<file path="config.mk">
export PLATFORM = sky130hd
export DESIGN_NAME = alert_scheduler
export DESIGN_NICKNAME = d
export VERILOG_FILES = /design/src/rtl/alert_pkg.sv /design/src/rtl/alert_edge_latch.sv /design/src/rtl/alert_scheduler.sv
export SDC_FILE = /design/constraint.sdc
export NUM_CORES = 1
export LEC_CHECK = 0
export ABC_CLOCK_PERIOD_IN_PS = 5500
export BUFFER_PORTS_ARGS = -buffer_cell sky130_fd_sc_hd__buf_2
export CORE_MARGIN = 2
export CORE_UTILIZATION = 54
export CTS_BUF_LIST = sky130_fd_sc_hd__clkbuf_8
export DETAILED_ROUTE_END_ITERATION = 10
export MAX_ROUTING_LAYER = met4
export PLACE_DENSITY = 0.75
export SYNTH_ARGS = -nofsm -noshare
export SYNTH_HDL_FRONTEND = slang
export SYNTH_SLANG_ARGS = --single-unit
export TNS_END_PERCENT = 30
</file>
<file path="constraint.sdc">
create_clock -name clk -period 5.5 [get_ports clk]
set_clock_uncertainty 0.2 [all_clocks]
set_input_delay 0.825 -clock clk [delete_from_list [all_inputs] [get_ports clk]]
set_output_delay 0.825 -clock clk [all_outputs]
set_load 0.1 [all_outputs]
</file>
<file path="src/rtl/alert_pkg.sv">
// Shared types and constants for the caregiver alert scheduler.
package alert_pkg;

  typedef enum logic [1:0] {
    IDLE     = 2'd0,
    ALERT    = 2'd1,
    HOLDOFF  = 2'd2,
    ESCALATE = 2'd3
  } state_t;

  localparam logic [1:0] SRC_FALL = 2'd0;
  localparam logic [1:0] SRC_BPM  = 2'd1;
  localparam logic [1:0] SRC_TEMP = 2'd2;
  localparam logic [1:0] SRC_MED  = 2'd3;

  localparam int NUM_SRC = 4;

endpackage

</file>
<file path="src/rtl/alert_edge_latch.sv">
// Rising-edge detector feeding a sticky pending bit; a new edge beats a same-cycle clear.
module alert_edge_latch
  import alert_pkg::*;
(
  input  logic clk,
  input  logic reset,
  input  logic level,
  input  logic clr,
  output logic pending
);

  logic level_q;
  logic rise;

  assign rise = level & ~level_q;

  always_ff @(posedge clk or negedge reset) begin
    if (!reset) begin
      level_q <= 1'b0;
      pending <= 1'b0;
    end else begin
      level_q <= level;
      if (rise) begin
        pending <= 1'b1;
      end else if (clr) begin
        pending <= 1'b0;
      end
    end
  end

endmodule

</file>
<file path="src/rtl/alert_scheduler.sv">
// Fixed-priority caregiver alert scheduler with ack timeout and holdoff.
// Optional escalation state and escalate port enabled by defining ALERT_ESCALATION_EN.
module alert_scheduler
  import alert_pkg::*;
#(
  parameter int ACK_TIMEOUT    = 64,
  parameter int HOLDOFF_CYCLES = 8
) (
  input  logic       clk,
  input  logic       reset,
  input  logic       fall_state,
  input  logic       bpm_state,
  input  logic       temp_state,
  input  logic       medicine_reminder,
  input  logic       caregiver_ack,
  output logic       alert_valid,
  output logic [1:0] alert_code,
  output logic [3:0] pending,
  output logic [7:0] missed_count
`ifdef ALERT_ESCALATION_EN
  ,
  output logic       escalate
`endif
);

  localparam logic [15:0] TMO_LAST  = 16'(ACK_TIMEOUT - 1);
  localparam logic [15:0] HOLD_LAST = 16'(HOLDOFF_CYCLES - 1);

  state_t               state, state_nxt;
  logic [15:0]          cnt, cnt_nxt;
  logic [1:0]           code_nxt;
  logic                 miss_inc;
  logic [NUM_SRC-1:0]   src_level;
  logic [NUM_SRC-1:0]   clr_vec;
  logic                 preempt;
`ifdef ALERT_ESCALATION_EN
  logic                 esc_nxt;
`endif

  function automatic logic [7:0] sat_inc(input logic [7:0] v);
    return (v == 8'hFF) ? v : v + 8'd1;
  endfunction

  function automatic logic [1:0] prio_enc(input logic [NUM_SRC-1:0] p);
    if (p[SRC_FALL])     return SRC_FALL;
    else if (p[SRC_BPM]) return SRC_BPM;
    else if (p[SRC_TEMP]) return SRC_TEMP;
    else                 return SRC_MED;
  endfunction

  assign src_level = {medicine_reminder, temp_state, bpm_state, fall_state};

  for (genvar i = 0; i < NUM_SRC; i++) begin : g_src
    alert_edge_latch u_latch (
      .clk     (clk),
      .reset   (reset),
      .level   (src_level[i]),
      .clr     (clr_vec[i]),
      .pending (pending[i])
    );
  end

  // A fresh fall request takes over any lower-priority presentation.
  assign preempt = (alert_code != SRC_FALL) && pending[SRC_FALL];

  always_comb begin
    state_nxt = state;
    cnt_nxt   = cnt;
    code_nxt  = alert_code;
    miss_inc  = 1'b0;
    clr_vec   = '0;
`ifdef ALERT_ESCALATION_EN
    esc_nxt   = escalate;
`endif
    case (state)
      IDLE: begin
        if (|pending) begin
          state_nxt = ALERT;
          code_nxt  = prio_enc(pending);
          cnt_nxt   = '0;
        end
      end
      ALERT: begin
        if (caregiver_ack) begin
          clr_vec[alert_code] = 1'b1;
          state_nxt           = HOLDOFF;
          cnt_nxt             = '0;
        end else if (preempt) begin
          code_nxt = SRC_FALL;
          cnt_nxt  = '0;
        end else if (cnt == TMO_LAST) begin
          miss_inc = 1'b1;
          cnt_nxt  = '0;
`ifdef ALERT_ESCALATION_EN
          state_nxt = ESCALATE;
          esc_nxt   = 1'b1;
`else
          state_nxt = HOLDOFF;
`endif
        end else begin
          cnt_nxt = cnt + 16'd1;
        end
      end
      HOLDOFF: begin
        if (cnt == HOLD_LAST) begin
          state_nxt = IDLE;
          cnt_nxt   = '0;
        end else begin
          cnt_nxt = cnt + 16'd1;
        end
      end
`ifdef ALERT_ESCALATION_EN
      ESCALATE: begin
        if (caregiver_ack) begin
          clr_vec[alert_code] = 1'b1;
          state_nxt           = HOLDOFF;
          esc_nxt             = 1'b0;
          cnt_nxt             = '0;
        end else if (preempt) begin
          code_nxt = SRC_FALL;
        end
      end
`endif
      default: begin
        state_nxt = IDLE;
        cnt_nxt   = '0;
      end
    endcase
  end

  always_ff @(posedge clk or negedge reset) begin
    if (!reset) begin
      state        <= IDLE;
      cnt          <= '0;
      alert_code   <= SRC_FALL;
      alert_valid  <= 1'b0;
      missed_count <= '0;
`ifdef ALERT_ESCALATION_EN
      escalate     <= 1'b0;
`endif
    end else begin
      state       <= state_nxt;
      cnt         <= cnt_nxt;
      alert_code  <= code_nxt;
      alert_valid <= (state_nxt == ALERT) || (state_nxt == ESCALATE);
      if (miss_inc) begin
        missed_count <= sat_inc(missed_count);
      end
`ifdef ALERT_ESCALATION_EN
      escalate    <= esc_nxt;
`endif
    end
  end

endmodule
</file>
# [Word level (Yosys, flattened, before mapping)]
# Cells that the tools add are included.
# W data, S select, Z words.
[totals] ff_bits=37 inputBits=7 output_inout_bits=15 elab_cells=84
[op_classes] addsub=2 order_cmp=2 eq_ne=10 n_mux=35 n_bitwise=9 reduce_logical=13
[op_table] op="$mux W16" n=5
[op_table] op="$pmux W16 S3" n=1
[op_table] op="$mux W2" n=10
[op_table] op="$add A16 B1 Y16 const B" n=1
[op_table] op="$eq A16 B3 Y1 const B" n=1
[op_table] op="$eq A16 B6 Y1 const B" n=1
[op_table] op="$mux W1" n=14
[op_table] op="$reduce_bool A2 Y1" n=6
[op_table] op="$add A8 B1 Y8 const B" n=1
[op_table] op="$eq A8 B8 Y1 const B" n=1
[op_table] op="$mux W4" n=2
[op_table] op="$ne A2 B2 Y1 const B" n=3
[op_table] op="$pmux W2 S3" n=1
[op_table] op="$not A1 Y1" n=5
[op_table] op="$and A1 B1 Y1" n=4
[op_table] op="$eq A2 B1 Y1 const B" n=2
[op_table] op="$eq A2 B2 Y1 const B" n=2
[op_table] op="$pmux W2 S2" n=1
[op_table] op="$reduce_and A4 Y1" n=1
[op_table] op="$reduce_or A4 Y1" n=1
[op_table] op="$lt A2 B3 Y1 const B" n=1
[op_table] op="$demux W1 S2" n=1
[op_table] op="$ge A2 B1 Y1 const B" n=1
[op_table] op="$logic_and A1 B1 Y1" n=2
[op_table] op="other kinds (3)" n=3

# [Depth between registers and ports, before layout]
# Gate-level depths: netlist of the first run.
[depth] word_depth=8 depth_mapped=9 ltp_nobuf=7

# [Cells and area by module]
# From an unflattened synthesis of the first run, not the netlist that was laid out.
[hier_totals] cells_unflattened=191 area_unflattened_um2=1976.9
[modules_own_cells] mod="alert_scheduler" instances=1 cells_per_inst=171 area_per_inst_um2=1696.6 seq_area_each_um2=725.7
[modules_own_cells] mod="alert_edge_latch" instances=4 cells_per_inst=5 area_per_inst_um2=70.1 seq_area_each_um2=50.0

# [Worst setup path after synthesis of the first run]
# No wires, ideal clock.
[synth_timing] path_type="reg-to-reg" from="register missed_count[0]" to="register missed_count[5]" setup_time_ps=163 arrival_ps=2004 required_time_ps=5137 path_slack_ps=3134 path_stages_with_launch=8 path_buffers=1 period_less_slack_ps=2366 path_cell_list="dfrtp_1 -> ha_1 -> nand3_1 -> nor2_1 -> or3_1 -> buf_6 -> nor3_2 -> xor2_1"
[synth_between] elab_chain_len=3 elab_cells_between_ends=4 classes_between="add/sub: 1; eq/ne: 1; bitwise: 1; reduce/logical: 1"
[synth_lines] element="start, declared" line_no="alert_scheduler.sv:19" text="output logic [7:0] missed_count"
[synth_lines] element="start signal, assigned" line_no="alert_scheduler.sv:147" text="missed_count <= sat_inc(missed_count);"
[synth_lines] element="parallel branches: the longest is 3 deep, another holds $add A8 B1 Y8"
# Several ways; the timed one is not identified.
# A chain may end at the register's enable or synchronous reset.

# [Worst setup path in the final report of the first run]
[layout_timing] from="register state[1]" to="register cnt[5]"
[layout_between] elab_chain_len=2 elab_cells_between_ends=5 classes_between="eq/ne: 3; mux: 1; reduce/logical: 1"
[layout_lines] element="start, declared" line_no="alert_scheduler.sv:29" text="state_t state, state_nxt;"
[layout_lines] element="start signal, assigned" line_no="alert_scheduler.sv:142" text="state <= state_nxt;"
[layout_lines] element="$eq A2 B2 Y1 (tied with other cells)" line_no="alert_scheduler.sv:75" text="case (state)"
[layout_lines] element="$pmux W16 S3 / $ne A2 B2 Y1 (equally long branches)"
[layout_lines] element="end signal, assigned" line_no="alert_scheduler.sv:143" text="cnt <= cnt_nxt;"
[layout_lines] element="end, declared" line_no="alert_scheduler.sv:30" text="logic [15:0] cnt, cnt_nxt;"
# Parallel ways exist; a longest one is shown, timed or not.

==> flow_metrics.tcl, run 1 <==
set metrics [dict create \
    period_needed_ns 2.38 \
    min_path_cells 1 \
    drt-initial-drc-count 92 \
    syn_inst 191 \
    syn_to_final_growth_pct 9.81 \
    cts.clk_slew.worst_paths_ns 0.07 \
    status "completed" \
    synthAdderAreaFrac_pct 3.90 \
    fmax_ghz 0.420 \
    report.final.hold_viol_count 0 \
    drt-wirelength-per-cell_um 14.0 \
    synth_edf_count 0 \
    finalSetupViolCount 0 \
    diodes 0 \
    dieWidth_um 63.7 \
    min_path_type "flop to flop" \
    ir_drop_mv 0.248 \
    postCtsHoldBufs 0 \
    seqPwrFrac_pct 42.4 \
    setup.worst_path.end_class "flop" \
    io_pins 22 \
    rows 21 \
    yosys.area.top_type_share_pct 48.1 \
    post_cts_buffers 0 \
    routed_wl_um 3600 \
    fin_tns_setup_ns 0 \
    drc_errors 0 \
    overflow 0 \
    h-tree-depth 2 \
    grt_pass1_vias 1463 \
    clock_path_buffers 2 \
    numCtsBuffers 5 \
    drv_cap 0 \
    cts_sinks 37 \
    port_buffers 21 \
    worstMarginPinSlew_ns 0.810 \
    hpwl_um 2600 \
    rr_worst_depth 7 \
    worstPathArrival_ns 2.35 \
    synth_compound_area_share_pct 11.6 \
    pwr_density_cell_nw_per_um2 353 \
    yosys.area_share.simple_pct 24.3 \
    slew_violations 0 \
    cts_tree "done" \
    cp.required_ns 5.46 \
    vias 1470 \
    post_cts_resized 0 \
    fin_cells 258 \
    dieArea_um2 4060 \
    clkLatencyLatePin_ns 0.28 \
    finalWeightedCongestion 0.874 \
    slew_headroom_pct 46.0 \
    ys_types 44 \
    p_sw_share_pct 39.7 \
    grt_pass1_wl_um 6470 \
    yosysWarningCount 0 \
    ys_ff_latch 37 \
    dr.pass1.iters 4 \
    worstPathMaxFanout 10 \
    drive_above_1_share_pct 18.4 \
    netlist_area_um2 1930 \
    synthFlopType "dfrtp_1" \
    ant_nets 0 \
    p_int_mw 0.450 \
    comb_power_share_pct 34.1 \
    seq_area_frac_synth_pct 48.1 \
    fillerInstances 286 \
    grt_max_degree 38 \
    netlist_top_cells_area "dfrtp_1 48%, ha_1 3.9%, nand2_1 3.7%" \
    critPathKind "flop to flop" \
    synthMuxAreaShare_pct 0 \
    grt_usage_pct 20.7 \
    clk_root_buffer_cell "clkbuf_8" \
    start_util_pct 56.8 \
    dieHeight_um 63.7 \
    synth_top_family_by_area "simple AND/OR/NAND/NOR gates" \
    switchingPower_mw 0.297 \
    rsz0062_at_grt "no" \
    synth.most_common_cell "dfrtp_1" \
    synth_nets 204 \
    p_clk_share_pct 23.5 \
    leakagePower_nw 1.01 \
    vias_per_cell 5.70 \
    final.period_utilization_pct 43.3 \
    startpoint_type "flop" \
    dp_cells 250 \
    core_um2 3390 \
    synth-async-reset-ratio_pct 100 \
    synth_top_area_cell "dfrtp_1" \
    antenna_found_initial 0 \
    netlist_top_cells_count "37 x dfrtp_1, 19 x nand2_1, 17 x nor2_1" \
    synth_area_per_cell_um2 10.1 \
    nets 224 \
    synthXorXnorAreaFrac_pct 7.27 \
]
==> cell usage in the layout (no fill, tap or decap), types with 6 or more instances in the layout <==
master   synthesis  final
o21ai_0         11     11
xnor2_1          8      8
nand3_1          9      9
ha_1             6      6
inv_1           10     11
nand2_1         19     19
xor2_1           8      8
buf_2            2     21
dfrtp_1         37     37
nor2_1          17     17
==> per-layer routing <==
metal | global-route usage [%] | vias up | share of wire (%)
li1 | - | 708 | -
met1 | 25.3 | 713 | 45
met3 | 4.58 | 4 | 5.3
met2 | 34.9 | 45 | 49
met5 | - | - | 0
met4 | 5.43 | 0 | 0.94
==> cell families after synthesis <==
group | count (synthesis)
buf+inv | 18
compound gates | 32
flops | 37
xor+xnor | 16
fa+ha+maj | 6
simple gates | 82
==> sequential cells by signal, indices dropped and copies added (netlist names) <==
name / flops
cnt: 16
state: 2
g_src.u_latch.level_q: 4
alert_code: 2
g_src.u_latch.pending: 4
alert_valid: 1
missed_count: 8
==> through the flow <==
step	area, um2	utilization [%]	hold WS (ns)	power, mW	setup WS (ns)
floorplan	1930	-	0.200	0.532	3.13
global placement	2030	60.0	0.208	0.566	3.16
detailed placement	2030	60.0	0.221	0.574	3.06
CTS	2120	62.4	0.232	0.752	3.12
global route	2120	62.4	0.239	0.796	2.95
finish	2120	62.4	0.229	0.746	3.12
==> area by class of cell <==
class / count / area, um2 / area share [%]
Sequential cell: 37 / 926 / 43.8
Multi-Input combinational cell: 136 / 907 / 42.9
Timing Repair Buffer: 21 / 105 / 4.97
Clock buffer: 5 / 68.8 / 3.25
Tap cell: 46 / 57.6 / 2.72
Inverter: 10 / 37.5 / 1.77
Clock inverter: 3 / 13.8 / 0.651
==> critical path, cell delays in order (launching register included) <==
cell,delay [ns]
dfrtp_1,0.42
inv_1,0.10
ha_1,0.31
nor2b_1,0.27
and3_1,0.20
a22oi_2,0.12
or2_2,0.32
o311ai_0,0.32
==> power by group through the flow <==
stage	combinational [mW]	sequential (mW)	clock, mW
2_1_floorplan	0.169	0.363	0
3_3_place_gp	0.246	0.320	0
3_5_place_dp	0.253	0.320	0
4_1_cts	0.255	0.316	0.181
5_1_grt	0.280	0.320	0.196
6_report	0.255	0.317	0.175
==> worst paths after layout <==
kind | endpoint | slack [ns] | start
min | g_src[3].u_latch.pending | 0.23 | g_src[3].u_latch.level_q
max reg2reg | cnt[5] | 3.12 | state[1]
max in group asynchronous | g_src[3].u_latch.level_q | 4.15 | reset
min in group asynchronous | cnt[11] | 0.44 | reset
min reg2reg | g_src[3].u_latch.pending | 0.23 | g_src[3].u_latch.level_q
max | cnt[5] | 3.12 | state[1]
(Power assumes the default switching activity.)
==> run 2: changes to the inputs <==
--- a/config.mk
+++ b/config.mk
@@ -5,7 +5,7 @@
 export SDC_FILE = /design/constraint.sdc
 export NUM_CORES = 1
 export LEC_CHECK = 0
-export ABC_CLOCK_PERIOD_IN_PS = 5500
+export ABC_CLOCK_PERIOD_IN_PS = 2300
 export BUFFER_PORTS_ARGS = -buffer_cell sky130_fd_sc_hd__buf_2
 export CORE_MARGIN = 2
 export CORE_UTILIZATION = 54
==> constraint.sdc (replaced) <==
create_clock -name clk -period 2.3 [get_ports clk]
set_clock_uncertainty 0.2 [all_clocks]
set_input_delay 0.345 -clock clk [delete_from_list [all_inputs] [get_ports clk]]
set_output_delay 0.345 -clock clk [all_outputs]
set_load 0.1 [all_outputs]
==> run 2 against run 1 <==
Global-route usage increased by 2.8 points; register-to-register slack got worse by 3.0 ns; critical path depth decreased by 1; die area unchanged; fmax increased by 7.9%; routed wire length increased by 12%; combinational power increased to 2.6 times the previous value; sequential power increased by 140%; non-clock buffer count increased by 12; highest routed layer unchanged; power increased to 2.8 times the previous value; setup slack got worse by 3.0 ns; largest cell class unchanged.
==> flow_metrics.tcl, run 2 (synthesis gave the netlist of run 1 again) <==
set metrics [dict create \
    nets 236 \
    h-tree-depth 2 \
    ir_drop_mv 0.772 \
    drt-initial-drc-count 89 \
    dp_cells 255 \
    holdPathEnd "state[0]" \
    hpwl_um 2900 \
    hold_start "caregiver_ack" \
    cp.required_ns 2.27 \
    mostFrequentLayoutCells "33 x dfrtp_1, 21 x buf_2, 19 x nand2_1" \
    grt_usage_pct 23.5 \
    worstPathMaxFanout 8 \
    rr_endpoint "cnt[4]" \
    worstPathArrival_ns 2.18 \
    multi_input_area_um2 918 \
    rows 21 \
    grt_max_degree 38 \
    totalPowerFinal_mw 2.09 \
    final.period_utilization_pct 96.0 \
    largest_register_ff_count 16 \
    cts_sinks 37 \
    leakagePower_nw 1.08 \
    drive_above_1_share_pct 24.6 \
    seqPwrFrac_pct 36.1 \
    post-route-util_pct 67.4 \
    cts.clk_slew.worst_paths_ns 0.08 \
    seq_area_um2 931 \
    comb_power_share_pct 32.1 \
    pwr_density_cell_nw_per_um2 914 \
    drt-wirelength-per-cell_um 14.9 \
    grt_pass1_vias 1596 \
    min_path_cells 3 \
    antenna_found_initial 0 \
    start_util_pct 56.8 \
    routed_wl_um 4030 \
    rsz0062_at_grt "yes" \
    vias 1540 \
    ant_nets 0 \
    startpoint_type "flop" \
    vias_per_cell 5.70 \
    port_buffers 21 \
    drc_errors 0 \
    io_pins 22 \
    min_path_type "primary input to flop" \
    cts_tree "done" \
    clkLatencyLatePin_ns 0.29 \
    period_needed_ns 2.21 \
    p_sw_share_pct 35.5 \
    switchingPower_mw 0.742 \
    p_clk_share_pct 31.8 \
    slew_headroom_pct 46.2 \
    dr.pass1.iters 5 \
    slew_violations 0 \
    fin_cells 270 \
    top_regs "cnt: 16 flops, missed_count: 8 flops" \
    critPathKind "flop to flop" \
    clock_path_buffers 2 \
    dieArea_um2 4060 \
    regToRegStartpoint "cnt[10]" \
    dieWidth_um 63.7 \
    clk_root_buffer_cell "clkbuf_8" \
    p_int_mw 1.35 \
    overflow 0 \
    largest_register "cnt" \
    final_common_cell "dfrtp_1" \
    numCtsBuffers 5 \
    fmax_ghz 0.453 \
    dieHeight_um 63.7 \
    syn_to_final_growth_pct 18.6 \
    r2r_setup_slack_ns 0.09 \
    finalSetupViolCount 0 \
    drv_cap 0 \
    report.final.hold_viol_count 0 \
    rr_worst_depth 6 \
    core_um2 3390 \
    setup.worst_path.end_class "flop" \
    status "completed" \
    diodes 0 \
    fillerInstances 277 \
    worstMarginPinSlew_ns 0.807 \
    finalWeightedCongestion 0.873 \
    grt_pass1_wl_um 7180 \
]
## run 2: cell types whose count changed in the layout (fill, tap and decap cells not counted), sizes merged
cell and delta:
buf +7, bufinv +2, clkinv -1, dlygate4sd3 +5, inv -1
## run 2: how the worst max path moves through the flow
stage / from / endpoint / cells past startpoint
floorplan: missed_count[3] / missed_count[5] / 6
global placement: cnt[10] / missed_count[5] / 5
detailed placement: cnt[10] / missed_count[7] / 5
CTS: cnt[10] / cnt[11] / 5
global route: cnt[11] / cnt[4] / 6
finish: cnt[10] / cnt[4] / 6
## run 2: what timing repair did
| item | 4_1_cts | 5_1_grt |
|---|---|---|
| setup buffers | 0 | 2 |
| pin swaps | 0 | 2 |
| hold buffers | 5 | 0 |
| setup endpoints to repair | 1 | 14 |
| hold endpoints to repair | 41 | 0 |
| gates resized for setup | 1 | 3 |
## run 2: per-stage QoR
stage	setup slack, ns	hold slack [ns]	cell area [um2]	TNS, ns
final	0.0916	0.223	2290	0
after global placement	0.147	0.210	2080	0
after detailed placement	0.0113	0.227	2080	0
after CTS	0.0368	0.203	2260	0
after global routing	-0.0377	0.234	2290	-0.0526
after floorplan	0.109	-0.151	1930	0
## run 2: area by class of cell
cell class,instances,share of cell area (%)
Clock inverter,3,2.85
Clock buffer,5,3.01
Tap cell,46,2.52
Timing Repair Buffer,33,9.09
Sequential cell,37,40.7
Inverter,10,1.64
Multi-Input combinational cell,136,40.2
## run 2: worst max-delay path, stage by stage, from the launching register on
cell,delay [ns]
dfrtp_1,0.45
nor4_4,0.37
nand4_1,0.21
a22oi_2,0.36
buf_4,0.18
nor4_1,0.04
a211o_1,0.27
## run 2: layer usage
metal  vias up  wire (um)  GRT usage [%]
met3        10        169           4.75
met1       756       1730           28.1
met4         0         70           10.3
li1        733          -              -
met2        41       2060           38.7
met5         -          0              -
## run 2: power groups by stage
stage	Sequential, mW	Combinational (mW)	Clock, mW
final	0.755	0.671	0.663
after global placement	0.760	0.620	0
after global routing	0.764	0.729	0.702
after detailed placement	0.765	0.634	0
after floorplan	0.869	0.404	0
after CTS	0.754	0.645	0.675
